`src/rtl/disp_pkg.sv`:
```
// Shared types and constants for the HEX7..HEX0 display scheduler.
package disp_pkg;
   typedef enum logic [1:0] {IDLE, OWN, GAP} state_e;

   localparam int             DIGITS      = 8;
   localparam int             FRAME_W     = 56;
   localparam logic [6:0]     SEG_BLANK   = 7'h7F;
   localparam logic [FRAME_W-1:0] FRAME_BLANK = {DIGITS{SEG_BLANK}};
endpackage

```
`src/rtl/hex_display_sched_rr_pick.sv`:
```
// Round-robin search: first set request at or above start, wrapping modulo NREQ.
module rr_pick #(
   parameter int NREQ = 3,
   parameter int IDW  = 2
) (
   input  logic [NREQ-1:0] req,
   input  logic [IDW-1:0]  start,
   output logic            valid,
   output logic [IDW-1:0]  idx
);
   always_comb begin
      valid = 1'b0;
      idx   = '0;
      for (int k = 0; k < NREQ; k++) begin
         if (!valid && req[(int'(start) + k) % NREQ]) begin
            valid = 1'b1;
            idx   = IDW'((int'(start) + k) % NREQ);
         end
      end
   end
endmodule

```
`src/rtl/hex_display_sched.sv`:
```
// Time-slice scheduler granting the HEX bank to one source at a time,
// with minimum hold, maximum slice and an optional blank gap between owners.
module hex_display_sched
   import disp_pkg::*;
#(
   parameter int NREQ        = 3,
   parameter int HOLD_TICKS  = 2,
   parameter int SLICE_TICKS = 4,
   parameter int GAP_TICKS   = 1,
   localparam int IDW = (NREQ > 1) ? $clog2(NREQ) : 1
) (
   input  logic                    clk,
   input  logic                    rst,
   input  logic                    tick,
   input  logic [NREQ-1:0]         req,
   input  logic [NREQ*FRAME_W-1:0] seg_in,
   output logic [FRAME_W-1:0]      hex_out,
   output logic [NREQ-1:0]         grant,
   output logic [IDW-1:0]          owner_id,
   output logic                    switch_pulse
);
   localparam int CMAX  = (SLICE_TICKS > GAP_TICKS) ? SLICE_TICKS : GAP_TICKS;
   localparam int CNT_W = $clog2(CMAX + 1);
   localparam logic [CNT_W-1:0] HOLD_C  = CNT_W'(HOLD_TICKS);
   localparam logic [CNT_W-1:0] SLICE_C = CNT_W'(SLICE_TICKS);
   localparam logic [CNT_W-1:0] GAP_C   = CNT_W'(GAP_TICKS);

   state_e             state_q, state_d;
   logic [NREQ-1:0]    grant_q, grant_d;
   logic [IDW-1:0]     owner_q, owner_d;
   logic [CNT_W-1:0]   cnt_q, cnt_d;
   logic [FRAME_W-1:0] hex_q, hex_d;
   logic               sw_q, sw_d;

   logic [IDW-1:0]     start, win;
   logic               win_vld, own_req, others, release_own;
   logic [NREQ-1:0]    win_onehot;
   logic [FRAME_W-1:0] own_frame;

   // Starting just past the current owner puts it last in the search order.
   assign start = (owner_q == IDW'(NREQ - 1)) ? '0 : owner_q + IDW'(1);

   rr_pick #(.NREQ(NREQ), .IDW(IDW)) u_rr_pick (
      .req   (req),
      .start (start),
      .valid (win_vld),
      .idx   (win)
   );

   assign win_onehot  = {{(NREQ-1){1'b0}}, 1'b1} << win;
   assign own_req     = req[owner_q];
   assign own_frame   = seg_in[FRAME_W*owner_q +: FRAME_W];
   assign others      = |(req & ~grant_q);
   assign release_own = (!own_req && cnt_q >= HOLD_C) || (cnt_q == SLICE_C && others);

   always_comb begin
      state_d = state_q;
      grant_d = grant_q;
      owner_d = owner_q;
      cnt_d   = cnt_q;
      hex_d   = hex_q;
      sw_d    = 1'b0;
      case (state_q)
         IDLE: begin
            hex_d   = FRAME_BLANK;
            grant_d = '0;
            cnt_d   = '0;
            if (win_vld) begin
               state_d = OWN;
               grant_d = win_onehot;
               owner_d = win;
               sw_d    = 1'b1;
            end
         end
         OWN: begin
            if (own_req) hex_d = own_frame;
            // sw_q marks the entry cycle, whose tick is ignored.
            if (tick && !sw_q && cnt_q != SLICE_C) cnt_d = cnt_q + CNT_W'(1);
            if (release_own) begin
               cnt_d = '0;
               if (GAP_TICKS != 0) begin
                  state_d = GAP;
                  grant_d = '0;
                  hex_d   = FRAME_BLANK;
               end else if (win_vld) begin
                  grant_d = win_onehot;
                  owner_d = win;
                  sw_d    = 1'b1;
               end else begin
                  state_d = IDLE;
                  grant_d = '0;
                  hex_d   = FRAME_BLANK;
               end
            end
         end
         GAP: begin
            hex_d   = FRAME_BLANK;
            grant_d = '0;
            if (cnt_q >= GAP_C) begin
               cnt_d = '0;
               if (win_vld) begin
                  state_d = OWN;
                  grant_d = win_onehot;
                  owner_d = win;
                  sw_d    = 1'b1;
               end else begin
                  state_d = IDLE;
               end
            end else if (tick) begin
               cnt_d = cnt_q + CNT_W'(1);
            end
         end
         default: state_d = IDLE;
      endcase
   end

   always_ff @(posedge clk) begin
      if (rst) begin
         state_q <= IDLE;
         grant_q <= '0;
         owner_q <= IDW'(NREQ - 1);
         cnt_q   <= '0;
         hex_q   <= FRAME_BLANK;
         sw_q    <= 1'b0;
      end else begin
         state_q <= state_d;
         grant_q <= grant_d;
         owner_q <= owner_d;
         cnt_q   <= cnt_d;
         hex_q   <= hex_d;
         sw_q    <= sw_d;
      end
   end

   assign hex_out      = hex_q;
   assign grant        = grant_q;
   assign owner_id     = owner_q;
   assign switch_pulse = sw_q;
endmodule

```
`config.mk`:
```
export PLATFORM = sky130hd
export DESIGN_NAME = hex_display_sched
export DESIGN_NICKNAME = d
export VERILOG_FILES = /design/src/rtl/disp_pkg.sv /design/src/rtl/hex_display_sched_rr_pick.sv /design/src/rtl/hex_display_sched.sv
export SDC_FILE = /design/constraint.sdc
export NUM_CORES = 1
export LEC_CHECK = 0
export CAP_MARGIN = 20
export CORE_ASPECT_RATIO = 0.9
export CORE_MARGIN = 4
export CORE_UTILIZATION = 38
export DETAILED_ROUTE_END_ITERATION = 8
export PLACE_DENSITY = 0.86
export SYNTH_ARGS = -nofsm -noshare
export SYNTH_HDL_FRONTEND = slang
export SYNTH_HIERARCHICAL = 1
export SYNTH_SLANG_ARGS = --single-unit
```
`constraint.sdc`:
```
create_clock -name clk -period 3.4 [get_ports clk]
set_input_delay 0.68 -clock clk [delete_from_list [all_inputs] [get_ports clk]]
set_output_delay 0.68 -clock clk [all_outputs]
set_load 0.05 [all_outputs]
```
Yosys cells after proc, flatten, opt, wreduce, memory -nomap -nowiden --
Index checks and enable logic that the tools add are counted. W data, S select, Z words.
Word-level totals: flip-flop bits (word level) 67, input bits 174, word-level logic and storage cells 98
Operators by class: $add $sub $neg 4, multipliers 1, div/mod/pow operators 3, magnitude comparators 6, eq/ne operators 11, shifts and indexed selects 2, muxes and demuxes 41, bitwise logic cells 2, reduce and logical (&&, ||, !) cells 22
Operator list (number):
- $shiftx A168 B9 Y56 | 1
- $mux W56 | 2
- $pmux W56 S2 | 1
- $lt A32 B4 Y1 const B | 3
- $mod A32 B3 Y32 const B | 2
- $mod A3 B3 Y32 const B | 1
- $mux W3 | 7
- $mux W2 | 9
- $pmux W3 S3 | 2
- $mux W1 | 13
- $ne A3 B3 Y1 const B | 4
- $bmux W1 S2 | 4
- $logic_and A1 B1 Y1 | 6
- $pmux W2 S3 | 1
- $reduce_and A2 Y1 | 3
- $reduce_and A3 Y1 | 2
- $mul A3 B2 Y5 const A | 1
- $eq A2 B2 Y1 const B | 2
- $logic_not A1 Y1 | 4
- $ne A2 B2 Y1 const B | 2
- $pmux W2 S2 | 1
- $reduce_bool A2 Y1 | 2
- $add A2 B1 Y3 const B | 1
- $add A2 B2 Y3 const B | 1
- 17 further kinds | 17

Longest topological paths before layout --
Gate-level depths: netlist (run 1).
depth in word-level cells 17, gate-level depth with buffers 15

Modules after synthesis --
The synthesis (run 1) kept the hierarchy.
Modules (own cells, without submodules):
- hex_display_sched | times used 1, cells each 468, area an instance 3769.9 µm²
- rr_pick | times used 1, cells each 32, area an instance 251.5 µm²

Worst setup path before layout (run 1) --
Ideal clock, no wire load.
kind reg-to-reg, start reg owner_q[0], in the netlist owner_id[0], end reg grant_q[2], in the netlist grant[2], arrival time 2922 ps, required time 3335 ps, slack 412 ps, cell stages (with the launch flop) 16, path buffers 4, cell sequence dfxtp_1 > buf_2 > clkbuf_1 > clkbuf_1 > nor2_1 > inv_1 > ha_1 > buf_6 > nor2b_1 > o21ai_1 > a311oi_1 > o32a_1 > nand2_1 > a211oi_1 > mux2i_1 > nor2_1
On the way: longest elaborated chain between the ends 17, elaborated cells on any way between the ends 38
Ends and longest elaborated chain:
- from (decl) | line hex_display_sched.sv:30 | logic [IDW-1:0] owner_q, owner_d;
- from (signal assigned) | line hex_display_sched.sv:121 | owner_q <= IDW'(NREQ - 1);
- from (signal assigned) | line hex_display_sched.sv:128 | owner_q <= owner_d;
- $add A2 B1 Y2 or $eq A2 B2 Y1 (tied branches) | line hex_display_sched.sv:41 | assign start = (owner_q == IDW'(NREQ - 1)) ? '0 : owner_q + IDW'(1);
- $mux W2 (*) | line hex_display_sched.sv:41
- via start[0] | line hex_display_sched.sv:35 | logic [IDW-1:0] start, win;
- branches (longest 10 deep; another with $mod A32 B3 Y32)
- $mux W2 (*) | line hex_display_sched_rr_pick.sv:15 | if (!valid && req[(int'(start) + k) % NREQ]) begin
- via win[1] | line hex_display_sched.sv:35
- $shl A1 B2 Y3 (*) | line hex_display_sched.sv:50 | assign win_onehot = {{(NREQ-1){1'b0}}, 1'b1} << win;
- $mux W3 (*) | line hex_display_sched.sv:68, hex_display_sched.sv:101
- $mux W3 | line hex_display_sched.sv:99 | if (cnt_q >= GAP_C) begin
- $pmux W3 S3 (*) | line hex_display_sched.sv:63 | case (state_q)
- to (signal assigned) | line hex_display_sched.sv:127 | grant_q <= grant_d;
- to (decl) | line hex_display_sched.sv:29 | logic [NREQ-1:0] grant_q, grant_d;
Mark *: on every way through the listed nets, which the timed path passes. The select of a mux whose other input is x is not followed. A chain may end at the register's enable or synchronous reset.

Final worst setup path (run 1) --
start reg owner_q[0], in the netlist owner_id[0], end out owner_id[0]
RTL lines:
- to (decl) | line hex_display_sched.sv:19 | output logic [IDW-1:0] owner_id,
No word-level cell between the ends.

==> results of run 1 <==
[power by group through the flow]
stage | sequential (mW) | combinational (mW) | clock, mW
floorplan | 1.17 | 1.38 | 0
global placement | 1.05 | 1.95 | 0
detailed placement | 1.07 | 2.02 | 0
CTS | 1.05 | 2.02 | 0.926
global route | 1.07 | 2.18 | 0.962
finish | 1.04 | 2.02 | 0.905
[state kept, by name (all words and copies together), names as in the netlist]
signal / count
cnt_q: 3
grant: 3
hex_out: 56
owner_id: 2
state_q: 2
switch_pulse: 1
[layout by cell type, fill, tap and decap left out, types with 2 or more instances in the layout]
cell type / n
nand2_1: 124
a21oi_1: 7
o21ai_1: 5
a211oi_1: 2
a31oi_1: 2
o22ai_1: 55
nand3b_1: 4
dfxtp_1: 65
nand2b_1: 3
inv_1: 8
buf_4: 8
nor2b_4: 2
nor2b_1: 3
nor2_1: 8
o21ai_0: 59
clkbuf_8: 2
o31ai_1: 2
nor3_1: 2
clkdlybuf4s50_1: 235
mux2i_1: 62
ha_1: 11
clkbuf_1: 2
clkbuf_16: 9
nand4_1: 3
nand3_1: 3
[synth_stat cells, drive strengths merged]
| cell type | instances | area [um^2] |
|---|---|---|
| nor3 | 2 | 10.0 |
| a21bo | 1 | 10.0 |
| clkbuf | 16 | 60.1 |
| nand4b | 1 | 8.76 |
| a32o | 1 | 10.0 |
| nor3b | 1 | 12.5 |
| o32ai | 1 | 16.3 |
| nand4 | 3 | 18.8 |
| nor2b | 6 | 47.5 |
| o221a | 1 | 11.3 |
| a21oi | 7 | 35.0 |
| ha | 11 | 138 |
| nand2 | 124 | 465 |
| o41ai | 1 | 16.3 |
| o22ai | 56 | 357 |
| a31oi | 3 | 25.0 |
| o31ai | 2 | 15.0 |
| o311a | 1 | 10.0 |
| o21ai | 64 | 320 |
| and2b | 1 | 7.51 |
| o32a | 2 | 20.0 |
| dfxtp | 67 | 1340 |
| o221ai | 1 | 15.0 |
| mux2i | 63 | 643 |
| nor4 | 1 | 6.26 |
| nand3b | 4 | 30.0 |
| nand2b | 4 | 32.5 |
| inv | 9 | 33.8 |
| a211oi | 3 | 27.5 |
| a31o | 1 | 8.76 |
| o211ai | 1 | 7.51 |
| nand3 | 3 | 15.0 |
| buf | 27 | 183 |
| a311oi | 1 | 8.76 |
| o31a | 1 | 8.76 |
| o311ai | 1 | 16.3 |
| nor2 | 8 | 30.0 |
[per-layer routing]
layer  routed length [um]  vias to the layer above  global-route usage, %
met5                    0                        -                      0
met4                  326                        0                   7.87
met3                 1430                       26                   6.72
met2                 6850                      234                   37.2
met1                 5260                     2043                   23.4
li1                     -                     2205                      -
[cells by family (layout without fill, tap and decap cells)]
kind of cell	after synthesis	in the layout	share of synthesized area (%)
buf+inv	52	267	6.88
flops	67	67	33.4
simple gates	158	158	17.0
mux	63	63	16.0
compound gates	149	149	23.3
fa+ha+maj	11	11	3.42
[through the flow]
step	cell area [um^2]	utilization [%]	power, mW	hold slack [ns]
floorplan	4020	-	2.55	0.488
global placement	6370	61.9	3.01	0.467
detailed placement	6370	61.9	3.08	0.468
CTS	6660	64.7	4.00	0.477
global route	6660	64.7	4.21	0.521
finish	6660	64.7	3.97	0.475
[cell type report]
class                           instances  area, um^2
Sequential cell                        67        1350
Fill cell                             840        3630
Clock buffer                           13         260
Multi-Input combinational cell        381        2410
Clock inverter                          2        35.0
Tap cell                              129         161
Inverter                                9        33.8
Timing Repair Buffer                  243        2410
[critical path: stages, from the launching register on]
cell	delay [ns]
dfxtp_2	0.72
buf_4	0.38
clkdlybuf4s50_1	0.86
[final timing paths]
kind	startpoint	endpoint	slack, ns	cells past startpoint
min	grant[1]	grant[1]	0.48	2
min reg2reg	grant[1]	grant[1]	0.48	2
max	owner_id[0]	owner_id[0]	0.42	2
max reg2reg	owner_id[0]	owner_id[1]	0.60	9
==> flow_summary.json, run 1 <==
{
  "status": "finished clean",
  "post_cts.repair.setup_buffers": 0,
  "fin_skew_ns": 0.00634,
  "cp_max_fo": 43,
  "cap_viol_max_count": 0,
  "min_period_ns": 2.98,
  "critical_path_class": "reg -> out",
  "overflow": 0,
  "fin_nets": 896,
  "setup_tns_ns": 0,
  "cp.arrival_ns": 2.30,
  "htreeDepth": 3,
  "area_growth_pct": 65.7,
  "design.portCount": 236,
  "min_period_over_period_pct": 87.5,
  "p_int_mw": 2.33,
  "dieArea_um2": 12300,
  "cp-start-kind": "flip-flop",
  "power.density_nw_per_um2": 596,
  "clockBufferDepth": 2,
  "grt_max_degree": 57,
  "cts_tree": "built",
  "synthesis.area_um2": 4020,
  "num_antenna_cells": 0,
  "holdBufCountCts": 0,
  "worst_slack_ns": 0.424,
  "vias_per_cell": 5.34,
  "ys_ff_latch": 67,
  "cts_buffers": 9,
  "p_clk_share_pct": 22.8,
  "core_um2": 10300,
  "cellLeakagePower_nw": 2.60,
  "syn_nets": 685,
  "max_clock_freq_mhz": 336,
  "p_seq_share_pct": 26.3,
  "die_h_um": 106,
  "ys.warnings.count": 6,
  "cts.sinks": 67,
  "syn_inst": 500,
  "first_iter_violations": 234,
  "irDropWorstVdd_mv": 0.282,
  "ant_nets": 0,
  "initial_core_util_pct": 39.1,
  "firstDrtPassIters": 5,
  "hold_class": "reg -> reg",
  "worstPathRequired_ns": 2.72,
  "drive_gt1_share_pct": 5.45,
  "cts_root_buf": "clkbuf_16",
  "clk_latency_ns": 0.31,
  "io_buffers": 235,
  "dp.cells": 829,
  "slew_viol_final": 0,
  "vias": 4508,
  "cts_resized": 0,
  "grt_setup_unrepaired": "no",
  "avgRoutedWirePerCell_um": 16.4,
  "drt_wl_total_um": 13900,
  "finalSetupViolations": 0,
  "final_cells": 844,
  "slew_headroom_pct": 28.0,
  "clkTransAtPathRegs_ns": 0.05,
  "hold_viol": 0,
  "tightest_slew_ns": 1.08,
  "routabilityCongestion": 0.835,
  "combPwrFrac_pct": 50.9,
  "first_global_vias": 4571,
  "place_hpwl_um": 10700,
  "drc": 0,
  "die_w_um": 116,
  "avgSynthCellArea_um2": 8.04,
  "seq_area_frac_synth_pct": 33.4,
  "grt_first_pass_wirelength_um": 21200,
  "grt_use_total_pct": 21.1,
  "cp-end-kind": "output pin",
  "row_count": 35,
  "p_sw_mw": 1.64,
  "swShare_pct": 41.4,
  "synth_cell_types": 48,
  "grt_antenna_before_repair": 0,
  "place_ws_ns": 0.399
}
(Power assumes the default switching activity.)
==> inputs of run 2 (changes only) <==
Settings changed: CORE_UTILIZATION 38 to 35, PLACE_DENSITY 0.86 to 0.83.
Clock period 3.4 ns to 2.6 ns, I/O delays scaled along.
==> flow_summary.json, run 2 (synthesis gave the netlist of run 1 again) <==
{
  "avgRoutedWirePerCell_um": 16.5,
  "first_global_vias": 4680,
  "grt_use_total_pct": 20.2,
  "dieArea_um2": 13300,
  "overflow": 0,
  "clockBufferDepth": 2,
  "irDropWorstVdd_mv": 0.481,
  "setup_tns_ns": 0,
  "holdBufCountCts": 0,
  "p_seq_share_pct": 23.3,
  "die_h_um": 110,
  "final_common_cell": "clkdlybuf4s50_1",
  "die_w_um": 121,
  "largest_register_ffs": 56,
  "cp-end-kind": "flip-flop",
  "slew_viol_final": 0,
  "cp_num_buf_inv": 1,
  "cts_resized": 0,
  "initial_core_util_pct": 36.4,
  "fin_nets": 902,
  "grt_setup_unrepaired": "no",
  "io_buffers": 235,
  "design.portCount": 236,
  "firstDrtPassIters": 5,
  "hold_viol": 0,
  "area_growth_pct": 67.9,
  "row_count": 36,
  "cp.arrival_ns": 2.66,
  "place_hpwl_um": 11000,
  "n_fill_cell": 937,
  "grt_max_degree": 46,
  "cp-start-kind": "flip-flop",
  "p_int_mw": 3.07,
  "cts_root_buf": "clkbuf_16",
  "worst_slack_ns": 0.184,
  "hold_class": "reg -> reg",
  "worstPathRequired_ns": 2.85,
  "swShare_pct": 42.0,
  "p_clk_share_pct": 21.3,
  "combPwrFrac_pct": 55.4,
  "place_ws_ns": 0.00697,
  "status": "finished clean",
  "finalSetupViolations": 0,
  "cts_buffers": 9,
  "clkTransAtPathRegs_ns": 0.05,
  "post_cts.repair.setup_buffers": 0,
  "first_iter_violations": 274,
  "final_cell_mix": "clkdlybuf4s50_1 (234), nand2_1 (124), dfxtp_1 (65)",
  "cap_viol_max_count": 0,
  "slowest_stage": "ha_1",
  "clk_latency_ns": 0.32,
  "min_period_over_period_pct": 92.9,
  "cellLeakagePower_nw": 2.63,
  "slew_headroom_pct": 59.3,
  "vias_per_cell": 5.25,
  "ant_nets": 0,
  "htreeDepth": 3,
  "min_period_ns": 2.42,
  "cp_max_fo": 9,
  "routabilityCongestion": 0.915,
  "cts_tree": "built",
  "drive_gt1_share_pct": 6.53,
  "fin_skew_ns": 0.0101,
  "max_clock_freq_mhz": 414,
  "drt_wl_total_um": 14400,
  "critPathTopFamily": "compound AO/OA/AOI/OAI gates",
  "cts.sinks": 67,
  "critical_path_class": "reg -> reg",
  "power.density_nw_per_um2": 784,
  "crit_chain": "nor2_4 > inv_1 > ha_1 > nor2b_2 > o21ai_1 > a311oi_1 > o32a_1 > nand2_1 > a211oi_1 > mux2i_1 > nor2_1",
  "drc": 0,
  "grt_antenna_before_repair": 0,
  "slowest_delay_ns": 0.43,
  "num_antenna_cells": 0,
  "tightest_slew_ns": 0.611,
  "vias": 4579,
  "core_um2": 11000,
  "final_util_pct": 61.2,
  "p_sw_mw": 2.22,
  "grt_first_pass_wirelength_um": 21800
}
==> run 2: worst paths after layout <==
check                                  from           to  slack [ns]  cells after the start
worst max-delay path            owner_id[0]     grant[2]        0.18                     11
worst min-delay path            hex_out[28]  hex_out[28]        0.48                      2
worst max register to register  owner_id[0]     grant[2]        0.18                     11
worst min register to register  hex_out[28]  hex_out[28]        0.48                      2
==> run 2: power by group through the flow <==
stage	clock network [mW]	logic [mW]	registers, mW
2_1_floorplan	0	1.83	1.54
3_3_place_gp	0	2.83	1.25
3_5_place_dp	0	2.92	1.25
4_1_cts	1.15	2.93	1.23
5_1_grt	1.20	3.15	1.25
6_report	1.13	2.93	1.23
==> run 2: layer usage <==
| metal | global-route usage (%) | vias up | wire length (um) |
|---|---|---|---|
| met4 | 7.44 | 0 | 299 |
| met1 | 22.3 | 2099 | 5690 |
| met5 | 0 | - | 0 |
| met3 | 6.84 | 27 | 1440 |
| met2 | 36.3 | 234 | 6950 |
| li1 | - | 2219 | - |
==> run 2: metrics by stage <==
| stage | total power [mW] | area, um^2 | instances | hold slack (ns) |
|---|---|---|---|---|
| floorplan | 3.37 | 4050 | 500 | 0.488 |
| global placement | 4.08 | 6470 | 858 | 0.466 |
| detailed placement | 4.17 | 6470 | 858 | 0.460 |
| CTS | 5.32 | 6750 | 872 | 0.483 |
| global route | 5.60 | 6750 | 872 | 0.496 |
| finish | 5.29 | 6750 | 872 | 0.480 |
==> run 2: worst reg2reg max path, delay by kind of cell, from the launching register on <==
family	cells	cell delay [ns]
AO/OA/AOI/OAI	4	0.92
adder cells (fa/ha/maj)	1	0.43
buffers and inverters	1	0.05
flip-flops	1	0.36
multiplexers	1	0.11
AND/OR/NAND/NOR	4	0.49
==> run 2: final cells by class <==
type | count | area, um^2 | area share (%)
Inverter | 9 | 33.8 | 0.500
Sequential cell | 67 | 1350 | 20.0
Clock buffer | 12 | 268 | 3.97
Timing Repair Buffer | 249 | 2480 | 36.7
Clock inverter | 2 | 10.0 | 0.148
Multi-Input combinational cell | 381 | 2420 | 35.8
Tap cell | 152 | 190 | 2.82
